==> config.mk <==
export PLATFORM = sky130hd
export DESIGN_NAME = thor2024_fetch_buffer
export DESIGN_NICKNAME = d
export VERILOG_FILES = /design/src/rtl/thor2024_fetch_buffer.sv
export SDC_FILE = /design/constraint.sdc
export NUM_CORES = 1
export LEC_CHECK = 0
export BUFFER_PORTS_ARGS = -buffer_cell sky130_fd_sc_hd__buf_4
export CORE_AREA = 4 4 221 223
export DETAILED_ROUTE_END_ITERATION = 16
export DIE_AREA = 0 0 225 227
export PLACE_DENSITY_LB_ADDON = 0.15
export SLEW_MARGIN = 10
export SYNTH_ARGS = -nofsm -noshare
export SYNTH_HDL_FRONTEND = slang
export SYNTH_HIERARCHICAL = 1
export SYNTH_SLANG_ARGS = --single-unit
==> constraint.sdc <==
create_clock -name clk -period 4.6 [get_ports clk]
set_clock_uncertainty 0.05 [all_clocks]
set_input_delay 1.38 -clock clk [delete_from_list [all_inputs] [get_ports clk]]
set_output_delay 1.38 -clock clk [all_outputs]
set_load 0.05 [all_outputs]
==> src/rtl/thor2024_fetch_buffer.sv <==
// thor2024_fetch_buffer: double-buffered instruction fetch buffer (pairs A/B and C/D).
// Each I-cache hit loads two instructions into the first empty pair. The active
// pair is presented to the enqueue stage, and backward branches in the active pair
// are flagged so the PC register can be steered.
// Optional feature macro: FETCHBUF_PERF_EN enables the stall/empty performance counters.
// Without it, stall_cnt and empty_cnt are tied to zero.

module thor2024_fetch_buffer #(
  parameter int INSN_W  = 40,
  parameter int PC_STEP = 5,
  parameter int CNT_W   = 32,
  parameter int PC_W    = 32
) (
  input  logic              clk,
  input  logic              rst_n,
  input  logic              hit,
  input  logic [PC_W-1:0]   pc,
  input  logic [INSN_W-1:0] ic_insn0,
  input  logic [INSN_W-1:0] ic_insn1,
  input  logic [1:0]        ic_backbr,
  input  logic [PC_W-1:0]   ic_tgt0,
  input  logic [PC_W-1:0]   ic_tgt1,
  input  logic              branchmiss,
  input  logic [1:0]        deq_cnt,
  output logic              fetchbuf,
  output logic              fetchbufA_v,
  output logic              fetchbufB_v,
  output logic              fetchbufC_v,
  output logic              fetchbufD_v,
  output logic [INSN_W-1:0] fbA_insn,
  output logic [INSN_W-1:0] fbB_insn,
  output logic [INSN_W-1:0] fbC_insn,
  output logic [INSN_W-1:0] fbD_insn,
  output logic [PC_W-1:0]   fbA_pc,
  output logic [PC_W-1:0]   fbB_pc,
  output logic [PC_W-1:0]   fbC_pc,
  output logic [PC_W-1:0]   fbD_pc,
  output logic              backbrA,
  output logic              backbrB,
  output logic              backbrC,
  output logic              backbrD,
  output logic              branchback,
  output logic [PC_W-1:0]   backpc,
  output logic [CNT_W-1:0]  stall_cnt,
  output logic [CNT_W-1:0]  empty_cnt
);

  // Slot index 0..3 = A..D; pair p owns slots {p,0} and {p,1}.
  logic [3:0]        v_q, v_d;
  logic [3:0]        bb_q, bb_d;
  logic              fb_q, fb_d;
  logic [INSN_W-1:0] insn_q [4];
  logic [INSN_W-1:0] insn_d [4];
  logic [PC_W-1:0]   pc_q [4];
  logic [PC_W-1:0]   pc_d [4];
  logic [PC_W-1:0]   tgt_q [4];
  logic [PC_W-1:0]   tgt_d [4];

  logic [1:0] s0, s1, o0, o1;
  logic [3:0] bbv;
  logic [1:0] pair_empty;
  logic       surv0, surv1;
  logic [1:0] surv_cnt;
  logic [1:0] deq_eff;
  logic       lp;

  assign s0 = {fb_q, 1'b0};
  assign s1 = {fb_q, 1'b1};
  assign o0 = {~fb_q, 1'b0};
  assign o1 = {~fb_q, 1'b1};

  assign bbv        = v_q & bb_q;
  assign branchback = bbv[s0] | bbv[s1];
  assign backpc     = bbv[s0] ? tgt_q[s0] : tgt_q[s1];
  assign pair_empty = {~|v_q[3:2], ~|v_q[1:0]};

  // Active-pair slots that survive a stomp; dequeue acts on these, oldest first.
  assign surv0    = v_q[s0];
  assign surv1    = v_q[s1] & ~(branchback & bbv[s0]);
  assign surv_cnt = {1'b0, surv0} + {1'b0, surv1};
  assign deq_eff  = (deq_cnt > surv_cnt) ? surv_cnt : deq_cnt;
  // First empty pair, judged on the registered state before this edge's dequeue.
  assign lp       = ~pair_empty[0];

  // Next-state: flush, stomp, dequeue, load, then flip to the other pair if the active one drained.
  always_comb begin
    v_d  = v_q;
    bb_d = bb_q;
    fb_d = fb_q;
    for (int i = 0; i < 4; i++) begin
      insn_d[i] = insn_q[i];
      pc_d[i]   = pc_q[i];
      tgt_d[i]  = tgt_q[i];
    end
    if (branchmiss) begin
      v_d  = 4'b0000;
      fb_d = 1'b0;
    end else begin
      if (branchback) begin
        v_d[o0] = 1'b0;
        v_d[o1] = 1'b0;
        v_d[s1] = surv1;
      end else begin
        v_d[s1] = v_q[s1];
      end
      case (deq_eff)
        2'd2: begin
          v_d[s0] = 1'b0;
          v_d[s1] = 1'b0;
        end
        2'd1: begin
          if (v_d[s0]) begin
            v_d[s0] = 1'b0;
          end else begin
            v_d[s1] = 1'b0;
          end
        end
        default: begin
          v_d[s0] = v_d[s0];
        end
      endcase
      if (hit && !branchback && (pair_empty != 2'b00)) begin
        insn_d[{lp, 1'b0}] = ic_insn0;
        insn_d[{lp, 1'b1}] = ic_insn1;
        pc_d[{lp, 1'b0}]   = pc;
        pc_d[{lp, 1'b1}]   = pc + PC_W'(PC_STEP);
        tgt_d[{lp, 1'b0}]  = ic_tgt0;
        tgt_d[{lp, 1'b1}]  = ic_tgt1;
        bb_d[{lp, 1'b0}]   = ic_backbr[0];
        bb_d[{lp, 1'b1}]   = ic_backbr[1];
        v_d[{lp, 1'b0}]    = 1'b1;
        v_d[{lp, 1'b1}]    = 1'b1;
      end else begin
        bb_d = bb_q;
      end
      if (!v_d[s0] && !v_d[s1]) begin
        fb_d = ~fb_q;
      end else begin
        fb_d = fb_q;
      end
    end
  end

  // Slot state registers with asynchronous active-low reset.
  always_ff @(posedge clk or negedge rst_n) begin
    if (!rst_n) begin
      v_q  <= 4'b0000;
      bb_q <= 4'b0000;
      fb_q <= 1'b0;
      for (int i = 0; i < 4; i++) begin
        insn_q[i] <= '0;
        pc_q[i]   <= '0;
        tgt_q[i]  <= '0;
      end
    end else begin
      v_q  <= v_d;
      bb_q <= bb_d;
      fb_q <= fb_d;
      for (int i = 0; i < 4; i++) begin
        insn_q[i] <= insn_d[i];
        pc_q[i]   <= pc_d[i];
        tgt_q[i]  <= tgt_d[i];
      end
    end
  end

  assign fetchbuf    = fb_q;
  assign fetchbufA_v = v_q[0];
  assign fetchbufB_v = v_q[1];
  assign fetchbufC_v = v_q[2];
  assign fetchbufD_v = v_q[3];
  assign fbA_insn    = insn_q[0];
  assign fbB_insn    = insn_q[1];
  assign fbC_insn    = insn_q[2];
  assign fbD_insn    = insn_q[3];
  assign fbA_pc      = pc_q[0];
  assign fbB_pc      = pc_q[1];
  assign fbC_pc      = pc_q[2];
  assign fbD_pc      = pc_q[3];
  assign backbrA     = bbv[0];
  assign backbrB     = bbv[1];
  assign backbrC     = bbv[2];
  assign backbrD     = bbv[3];

`ifdef FETCHBUF_PERF_EN
  logic [CNT_W-1:0] stall_q, stall_d, empty_q, empty_d;

  // Saturating counters: hits dropped for lack of an empty pair, and cycles with the active pair empty.
  always_comb begin
    stall_d = stall_q;
    empty_d = empty_q;
    if (hit && (pair_empty == 2'b00) && !branchmiss && (stall_q != {CNT_W{1'b1}})) begin
      stall_d = stall_q + CNT_W'(1);
    end else begin
      stall_d = stall_q;
    end
    if (!v_q[s0] && !v_q[s1] && (empty_q != {CNT_W{1'b1}})) begin
      empty_d = empty_q + CNT_W'(1);
    end else begin
      empty_d = empty_q;
    end
  end

  // Counter registers, cleared only by reset.
  always_ff @(posedge clk or negedge rst_n) begin
    if (!rst_n) begin
      stall_q <= '0;
      empty_q <= '0;
    end else begin
      stall_q <= stall_d;
      empty_q <= empty_d;
    end
  end

  assign stall_cnt = stall_q;
  assign empty_cnt = empty_q;
`else
  assign stall_cnt = '0;
  assign empty_cnt = '0;
`endif

  thor2024_fetch_buffer_chk u_chk (
    .clk        (clk),
    .rst_n      (rst_n),
    .branchmiss (branchmiss),
    .deq_cnt    (deq_cnt),
    .surv_cnt   (surv_cnt)
  );

endmodule

// Property checker: the enqueue stage must never take more than the active pair holds.
module thor2024_fetch_buffer_chk (
  input logic       clk,
  input logic       rst_n,
  input logic       branchmiss,
  input logic [1:0] deq_cnt,
  input logic [1:0] surv_cnt
);

  a_deq_not_over_valid: assert property (@(posedge clk) disable iff (!rst_n)
    branchmiss || (deq_cnt <= surv_cnt));

endmodule
==> results.cfg, run 1 <==
[cells_and_area]
mostFrequentLayoutCells = 609 x nand2_1, 528 x buf_4, 424 x dfrtp_1, 120 x mux2_4, 64 x conb_1
syn2layout_area_growth_pct = 32.2
nNetsFinal = 2291
instances_no_fill = 2744
final_common_cell = nand2_1
drive_gt1_share_pct = 39.1
fill_cells = 4070
post-route-util_pct = 52.1
num_antenna_cells = 0
stdcell_area_um2 = 24200

[floorplanning]
ios = 578
fp.dieH_um = 227
initial_core_util_pct = 39.4
core-area_um2 = 46600
die_w_um = 225
die_area_um2 = 51100
rows = 79

[setup_path]
max_stage_delay_ns = 0.77
cpMostUsedCell = buf_4
reg2regPathDepth = 17
cp_num_buf_inv = 2
critical_path_class = flip-flop to output port
crit_chain = nand3_1, o21ai_4, buf_4, mux4_2, buf_4
cp-start-kind = flip-flop
regToRegEndpoint = fetchbuf
worstSetupEndpoint = backpc[30]
path_delay_family = flip-flops
crit_start = fetchbuf
worstPathArrival_ns = 2.94
regToRegSetupSlack_ns = 0.74
crit_cells = 5
crit_slowest_cell = dfrtp_2
worstReg2RegStart = fetchbuf
crit_fanout = 26
worst_ep_required_time_ns = 3.17
crit_path_end_kind = output port

[place]
gp_congestion = 0.839
placed_area_um2 = 22600
hpwl_um = 40300
pre_cts_ws_ns = 0.749
dpl.cell_count = 2657
numPortBuffers = 513

[sta]
slew_viol_final = 0
setup_ws_ns = 0.225
worstMarginPinSlew_ns = 1.01
fmax_ghz = 0.229
slew_headroom_pct = 32.7
hold_viol_final = 0
whs_ns = 0.421
period_minus_slack_ns = 4.37
tns_ns = 0
finalCritPeriodShare_pct = 95.1
setup_viol = 0
grt_setup_unrepaired = false

[power]
power_mw = 22.4
p_leak_nw = 12.6
vdd_drop_max_uv = 590
power_density_nw_per_um2 = 924

[logic_synthesis]
syn-instance-count = 1596
synth-seq-cells = 425
syn_avg_cell_area_um2 = 11.5
yosysWarnings = 6
synth_area_um2 = 18300
synth-main-ff-cell = dfrtp_1
seq_area_frac_synth_pct = 58.0
synth-async-reset-ratio_pct = 100
synth.distinct_cells = 44
synth_edf_count = 0

[cts]
clock_path_buffers = 3
clkSinkCount = 425
holdBufCountCts = 0
cts_buffers = 48
cts_tree = yes
cts-root-buf = clkbuf_16
htree_levels = 2
insertion_delay_ns = 0.57
clk_transition_reported_paths_ns = 0.06
post_cts_buffers = 0
ctsResizeCount = 0

[grt]
grt_pass1_vias = 13900
grt_max_degree = 102
grt_pass1_wl_um = 85500
grt_usage_pct = 21.4
antenna_found_initial = 1
grt_overflow = 0

[route]
drt_first_iter_violations = 880
drc_errors = 0
num_vias = 13300
viasPerCell = 4.83
post_drt_wl_per_cell_um = 20.7
first_pass_iters = 5
ant_nets = 0
routed_wl_um = 56700

[run]
maxCapViolCount = 0

[outcome]
status = finished clean

[worst_hold_path]
hold_class = flip-flop to flip-flop
[registers in the layout, indices dropped and copies added, names as in the netlist]
signal    flops
bb_q          4
fbA_insn     40
fbA_pc       32
fbB_insn     40
fbB_pc       32
fbC_insn     40
fbC_pc       32
fbD_insn     40
fbD_pc       32
fetchbuf      1
tgt_q       128
v_q           4
[cells in the mapped netlist (all sizes together) (2+ instances only)]
| library cell | count | area [µm²] |
|---|---|---|
| nor4 | 6 | 77.6 |
| ha | 7 | 87.6 |
| nand4 | 10 | 62.6 |
| mux2 | 180 | 2480 |
| nor3 | 6 | 30.0 |
| nand2b | 2 | 12.5 |
| nand2 | 609 | 2290 |
| o21ai | 74 | 370 |
| buf | 112 | 807 |
| nor2b | 2 | 12.5 |
| a21oi | 3 | 15.0 |
| mux4 | 32 | 721 |
| and4 | 2 | 17.5 |
| and2 | 2 | 15.0 |
| nand3 | 8 | 40.0 |
| inv | 12 | 45.0 |
| nor2 | 14 | 52.6 |
| a32oi | 2 | 17.5 |
| clkbuf | 38 | 143 |
| nor4b | 3 | 26.3 |
| xnor2 | 19 | 166 |
| or4 | 2 | 15.0 |
| dfrtp | 425 | 10600 |
| xor2 | 11 | 96.3 |
| a211o | 2 | 17.5 |
| and3 | 4 | 25.0 |
[power breakdown]
group	internal (mW)	switching, mW
clock	2.35	1.55
sequential	5.51	1.10
combinational	3.93	7.96
[worst reg2reg max path, stage by stage, from the launching register on]
cell and delay, ns:
dfrtp_2 0.77, nand3_1 0.24, o21ai_4 0.28, nor2_1 0.11, ha_1 0.22, inv_1 0.06
ha_1 0.22, nor2b_1 0.13, o21ai_0 0.20, nand2_1 0.08, o21ai_0 0.12, inv_1 0.08
ha_1 0.26, o21ai_0 0.25, and4b_1 0.24, a211o_1 0.12, a21oi_1 0.06, a311oi_1 0.27
[metal layers]
layer / track usage [%] / share of wire [%]
met5: 0 / 0.021
met4: 5.67 / 2.3
met3: 7.16 / 9.0
met2: 34.9 / 48
met1: 27.7 / 40
[cell type report]
type,count,area [µm²],share of cell area (%)
clock inverters,8,97.6,0.402
multi-input cells,1072,6970,28.8
clock buffers,79,1520,6.26
inverters,12,45.0,0.186
flip-flops and latches,425,10600,43.9
repair buffers,541,4220,17.4
well taps,607,759,3.13
[cells by family (layout without fill, tap and decap cells)]
logic type	count (synthesis)	after routing	share of synthesized area (%)
simple gates	672	672	14.7
flops	425	425	58.0
mux	213	213	17.5
buf+inv	162	640	5.42
compound gates	86	86	2.52
xor+xnor	30	30	1.43
fa+ha+maj	7	7	0.477
other cells	1	64	0.0204
[how the worst min path moves through the flow]
stage / startpoint / endpoint / slack [ns] / depth (start not counted)
after floorplan: tgt_q[32] / tgt_q[32] / 0.39 / 2
after global routing: tgt_q[49] / tgt_q[49] / 0.44 / 2
after global placement: tgt_q[40] / tgt_q[40] / 0.40 / 2
final: tgt_q[32] / tgt_q[32] / 0.42 / 2
after detailed placement: tgt_q[53] / tgt_q[53] / 0.41 / 2
after CTS: tgt_q[13] / tgt_q[13] / 0.43 / 2
(Power assumes the default switching activity.)
==> inputs of run 2 (changes only) <==
ABC_AREA = 1   (was default)
CORE_AREA = 4 4 222 224   (was 4 4 221 223)
DIE_AREA = 0 0 226 228   (was 0 0 225 227)
GPL_TIMING_DRIVEN = 0   (was default)
==> run 2 against run 1 <==
Net effect: critical path depth rose by 4; largest power group unchanged; critical endpoint is now backpc[27]; sequential share of layout area shrank 1.4 points; clock power fell by 4%.
==> results.cfg, run 2 <==
[outcome]
status = finished clean

[cts]
clkSinkCount = 425
cts-root-buf = clkbuf_16
ctsResizeCount = 0
cts_tree = yes
insertion_delay_ns = 0.57
post_cts_buffers = 0
holdBufCountCts = 0
htree_levels = 2
clk_transition_reported_paths_ns = 0.06
cts_buffers = 48
clock_path_buffers = 3

[route]
routed_wl_um = 70200
drc_errors = 0
viasPerCell = 4.83
num_vias = 17000
first_pass_iters = 5
drt_first_iter_violations = 1452
ant_nets = 0
post_drt_wl_per_cell_um = 19.9

[place]
gp_congestion = 0.868
dpl.cell_count = 3427
numPortBuffers = 513
hpwl_um = 53200

[grt]
grt_max_degree = 110
grt_pass1_vias = 16900
grt_usage_pct = 26.6
grt_pass1_wl_um = 105000
antenna_found_initial = 9
grt_overflow = 0

[logic_synthesis]
synth.distinct_cells = 29
synth-seq-cells = 425
synth_area_um2 = 18500
synth_common_cells = 1140 x nand2_1, 425 x dfrtp_1, 161 x o21ai_0
syn_avg_cell_area_um2 = 8.30
synth-main-ff-cell = dfrtp_1
synth-async-reset-ratio_pct = 100
yosysWarnings = 6
synth_edf_count = 0
seq_area_frac_synth_pct = 57.4
post-synth-top-count-cell = nand2_1
synth_top_area_share_pct = 57.4
synth_area_leaders = dfrtp_1 57%, nand2_1 23%, o21ai_0 4.3%
yosysTopAreaCell = dfrtp_1
syn-instance-count = 2232

[cells_and_area]
fill_cells = 4539
seq_area_um2 = 10600
drive_gt1_share_pct = 25.4
instances_no_fill = 3520
post-route-util_pct = 52.9
multiInputGateArea_um2 = 6620
final_common_cell = nand2_1
mostFrequentLayoutCells = 1140 x nand2_1, 608 x buf_4, 425 x dfrtp_1, 161 x o21ai_0, 114 x inv_1
syn2layout_area_growth_pct = 35.2
largest_reg_flops = 128
top_register = tgt_q
nNetsFinal = 3053

[setup_path]
path_delay_family = buffers and inverters
critical_path_class = flip-flop to output port
worstReg2RegStart = fetchbuf
crit_start = fetchbuf
cp-start-kind = flip-flop
regToRegSetupSlack_ns = 0.69
regToRegEndpoint = fetchbuf
cp_num_buf_inv = 5
crit_cells = 9
reg2regPathDepth = 22
crit_path_end_kind = output port
worstSetupEndpoint = backpc[27]
cpMostUsedCell = buf_4
crit_fanout = 10
max_stage_delay_ns = 0.49
worst_ep_required_time_ns = 3.17
worstPathArrival_ns = 2.92
crit_chain = buf_4, inv_4, nand3_2, nand2_2, buf_2, buf_1, o211ai_1, o21ai_0, buf_4
crit_slowest_cell = buf_1

[power]
p_leak_nw = 13.6
power_frac_comb_pct = 54.1
switching_power_mw = 11.3
p_clk_share_pct = 17.0
p_int_mw = 10.9
vdd_drop_max_uv = 521
seqPwrFrac_pct = 29.0
sw_frac_of_total_pct = 51.0
power_density_nw_per_um2 = 885

[sta]
whs_ns = 0.422
worstMarginPinSlew_ns = 0.695
slew_headroom_pct = 53.7
setup_viol = 0
grt_setup_unrepaired = false
hold_viol_final = 0
slew_viol_final = 0
period_minus_slack_ns = 4.35
fmax_ghz = 0.230
finalCritPeriodShare_pct = 94.6

[worst_hold_path]
hold_class = flip-flop to flip-flop

[floorplanning]
ios = 578
die_area_um2 = 51500
die_w_um = 226
fp.dieH_um = 228
core-area_um2 = 47300
initial_core_util_pct = 39.1
rows = 80

[run]
maxCapViolCount = 0
==> run 2: cell types whose count changed after synthesis, moves of 10 or more <==
cell,before,now
inv_1,12,114
buf_2,27,37
xnor2_1,19,0
buf_4,64,96
mux2_4,120,0
o211ai_1,1,34
o21ai_0,60,161
nor2_1,14,49
mux4_2,32,0
nand2_1,609,1140
nand3_1,8,47
buf_6,15,1
o21ai_1,14,36
mux2_2,56,0
==> run 2: metrics by stage <==
stage | setup TNS, ns | power, mW | instance area (µm²) | setup slack, ns
2_1_floorplan | 0 | 14.2 | 18800 | 0.580
3_3_place_gp | -950.58 | 18.3 | 23400 | -2.28
3_5_place_dp | 0 | 18.5 | 23500 | 0.726
4_1_cts | 0 | 22.3 | 25000 | 0.216
5_1_grt | 0 | 23.4 | 25000 | 0.0749
6_report | 0 | 22.2 | 25100 | 0.247
==> run 2: logic make-up (layout without fill, tap and decap cells) <==
kind of cell	Yosys count	after routing	share of synthesized area, %
other cells	1	72	0.0202
compound gates	239	239	6.95
buf+inv	291	893	8.14
simple gates	1254	1254	26.3
flops	425	425	57.4
fa+ha+maj	7	7	0.473
xor+xnor	15	15	0.709
==> run 2: layout make-up <==
class | instances | share of cell area (%)
sequential | 425 | 42.5
multi-input combinational | 1579 | 26.4
timing repair buffer | 517 | 15.8
clock buffer | 71 | 5.62
buffer | 176 | 4.29
tap | 615 | 3.07
inverter | 115 | 1.73
clock inverter | 14 | 0.474
antenna | 8 | 0.0799
==> run 2: how the worst min path moves through the flow <==
stage | start | cells after the start | slack (ns) | end
4_1_cts | tgt_q[72] | 2 | 0.43 | tgt_q[72]
6_report | tgt_q[72] | 2 | 0.42 | tgt_q[72]
3_5_place_dp | tgt_q[72] | 2 | 0.41 | tgt_q[72]
5_1_grt | tgt_q[91] | 2 | 0.44 | tgt_q[91]
3_3_place_gp | tgt_q[93] | 2 | 0.41 | tgt_q[93]
2_1_floorplan | tgt_q[64] | 2 | 0.39 | tgt_q[64]
==> run 2: worst min-delay path: stages (launching register included) <==
cell	delay (ns)
dfrtp_1	0.33
nand2_1	0.05
nand2_1	0.05
==> run 2: power by group through the flow <==
stage                     combinational (mW)  sequential (mW)  clock [mW]
after floorplan                         3.89             10.3           0
after global routing                    12.7             6.61        4.01
final                                   12.0             6.42        3.76
after CTS                               12.1             6.41        3.85
after global placement                  11.9             6.39           0
after detailed placement                12.1             6.42           0
==> run 2: routing by layer <==
layer  vias to the layer above  track usage, %  wire, µm
met5                         -               0        12
met4                         2            8.67      2110
met3                       109            7.80      5990
met2                       626            42.3     32800
met1                      8202            35.2     29300
li1                       8058               -         -
==> inputs of run 3 (changes only) <==
CELL_PAD_IN_SITES_DETAIL_PLACEMENT = 1   (was default)
CELL_PAD_IN_SITES_GLOBAL_PLACEMENT = 1   (was default)
CORE_AREA = default   (was 4 4 222 224)
CORE_MARGIN = 4   (was default)
CORE_UTILIZATION = 37   (was default)
CTS_CLUSTER_DIAMETER = 80   (was default)
DIE_AREA = default   (was 0 0 226 228)
PLACE_DENSITY_LB_ADDON = 0.1   (was 0.15)
==> run 3 against run 2 <==
Net effect: critical path depth unchanged; total power grew 1.2%; maximum frequency down 1.5%; worst setup slack got worse by 0.065 ns; register-to-register slack got worse by 0.08 ns; cell count rose by 1.3%; sequential share of layout area down 0.18 points; critical endpoint is now backpc[29]; via count up 2.2%.
==> results.cfg, run 3 (same netlist as run 2, synthesis figures left out) <==
[outcome]
status = finished clean

[worst_hold_path]
hold_path_depth = 2
hold_class = flip-flop to flip-flop

[grt]
grt_pass1_wl_um = 113000
antenna_found_initial = 7
grt_usage_pct = 27.1
grt_max_degree = 105
grt_pass1_vias = 18800
grt_overflow = 0

[cells_and_area]
fill_cells = 6036
syn2layout_area_growth_pct = 35.8
final_common_cell = nand2_1
instances_no_fill = 3565
multiInputGateArea_um2 = 6620
post-route-util_pct = 51.1
stdcell_area_um2 = 25200
top_register = tgt_q
seq_area_um2 = 10600
mostFrequentLayoutCells = 1140 x nand2_1, 608 x buf_4, 425 x dfrtp_1, 161 x o21ai_0, 114 x inv_1
nNetsFinal = 3052
largest_reg_flops = 128
drive_gt1_share_pct = 25.4

[run]
maxCapViolCount = 0

[floorplanning]
die_w_um = 232
rows = 81
die_area_um2 = 53700
core-area_um2 = 49300
initial_core_util_pct = 37.6
fp.dieH_um = 232
ios = 578

[cts]
clkSinkCount = 425
ctsResizeCount = 0
clk_transition_reported_paths_ns = 0.06
insertion_delay_ns = 0.59
post_cts_buffers = 0
clock_path_buffers = 3
cts_buffers = 47
htree_levels = 2
cts-root-buf = clkbuf_16
cts_tree = yes
holdBufCountCts = 0

[place]
placed_area_um2 = 23600
pre_cts_ws_ns = 0.633
dpl.cell_count = 3476
numPortBuffers = 513
hpwl_um = 57000
gp_congestion = 0.923

[route]
routed_wl_um = 74700
post_drt_wl_per_cell_um = 21.0
drt_first_iter_violations = 1060
first_pass_iters = 5
num_vias = 17400
ant_nets = 0
drc_errors = 0
viasPerCell = 4.87

[power]
vdd_drop_max_uv = 539
power_density_nw_per_um2 = 892
p_leak_nw = 13.7
power_mw = 22.4

[sta]
period_minus_slack_ns = 4.42
whs_ns = 0.427
grt_setup_unrepaired = false
fmax_ghz = 0.226
slew_viol_final = 0
setup_ws_ns = 0.182
tns_ns = 0
worstMarginPinSlew_ns = 0.666
finalCritPeriodShare_pct = 96.0
hold_viol_final = 0
slew_headroom_pct = 55.6
setup_viol = 0

[setup_path]
crit_fanout = 10
cp-start-kind = flip-flop
reg2regPathDepth = 22
worstPathArrival_ns = 2.99
crit_path_end_kind = output port
worst_ep_required_time_ns = 3.17
critical_path_class = flip-flop to output port
## run 3: cell count changes in the layout (fill, tap and decap cells not counted), sizes merged
cell / change
clkbuf: +5
clkinv: -3
bufinv: +1
inv: -2
diode: -3
clkinvlp: -2
## run 3: area by class of cell
class                           count  share of cell area, %
Antenna cell                        5                 0.0497
Buffer                            176                   4.27
Clock buffer                       76                   5.91
Clock inverter                      8                  0.358
Inverter                          115                   1.73
Multi-Input combinational cell   1579                   26.3
Sequential cell                   425                   42.3
Tap cell                          664                   3.30
Timing Repair Buffer              517                   15.8
## run 3: layer usage
metal	share of wire (%)	wire length, µm	vias up	GRT usage (%)
li1	-	-	8041	-
met1	40	30100	8725	33.9
met2	49	36900	472	45.7
met3	6.9	5120	127	7.56
met4	3.5	2580	4	8.78
met5	0.043	32	-	0
## run 3: critical path, cell delays in order, from the launching register on
cell and delay [ns]:
dfrtp_1 0.38, buf_4 0.19, inv_4 0.12, nand3_2 0.07, nand2_2 0.19, buf_2 0.28
buf_1 0.46, o211ai_1 0.20, o21ai_0 0.23, buf_4 0.28
## run 3: path summary, 6_finish.rpt
kind                       startpoint         end  slack (ns)
max                          fetchbuf  backpc[29]        0.18
min                         tgt_q[94]   tgt_q[94]        0.43
max reg2reg                  fetchbuf    fetchbuf        0.61
min reg2reg                 tgt_q[94]   tgt_q[94]        0.43
max in group asynchronous       rst_n  fbB_pc[24]        2.38
min in group asynchronous       rst_n   tgt_q[53]        0.67
## run 3: where the power goes
part / internal, mW / switching [mW] / total, mW
clock: 2.31 / 1.57 / 3.88
combinational: 3.21 / 8.89 / 12.1
sequential: 5.47 / 0.988 / 6.46
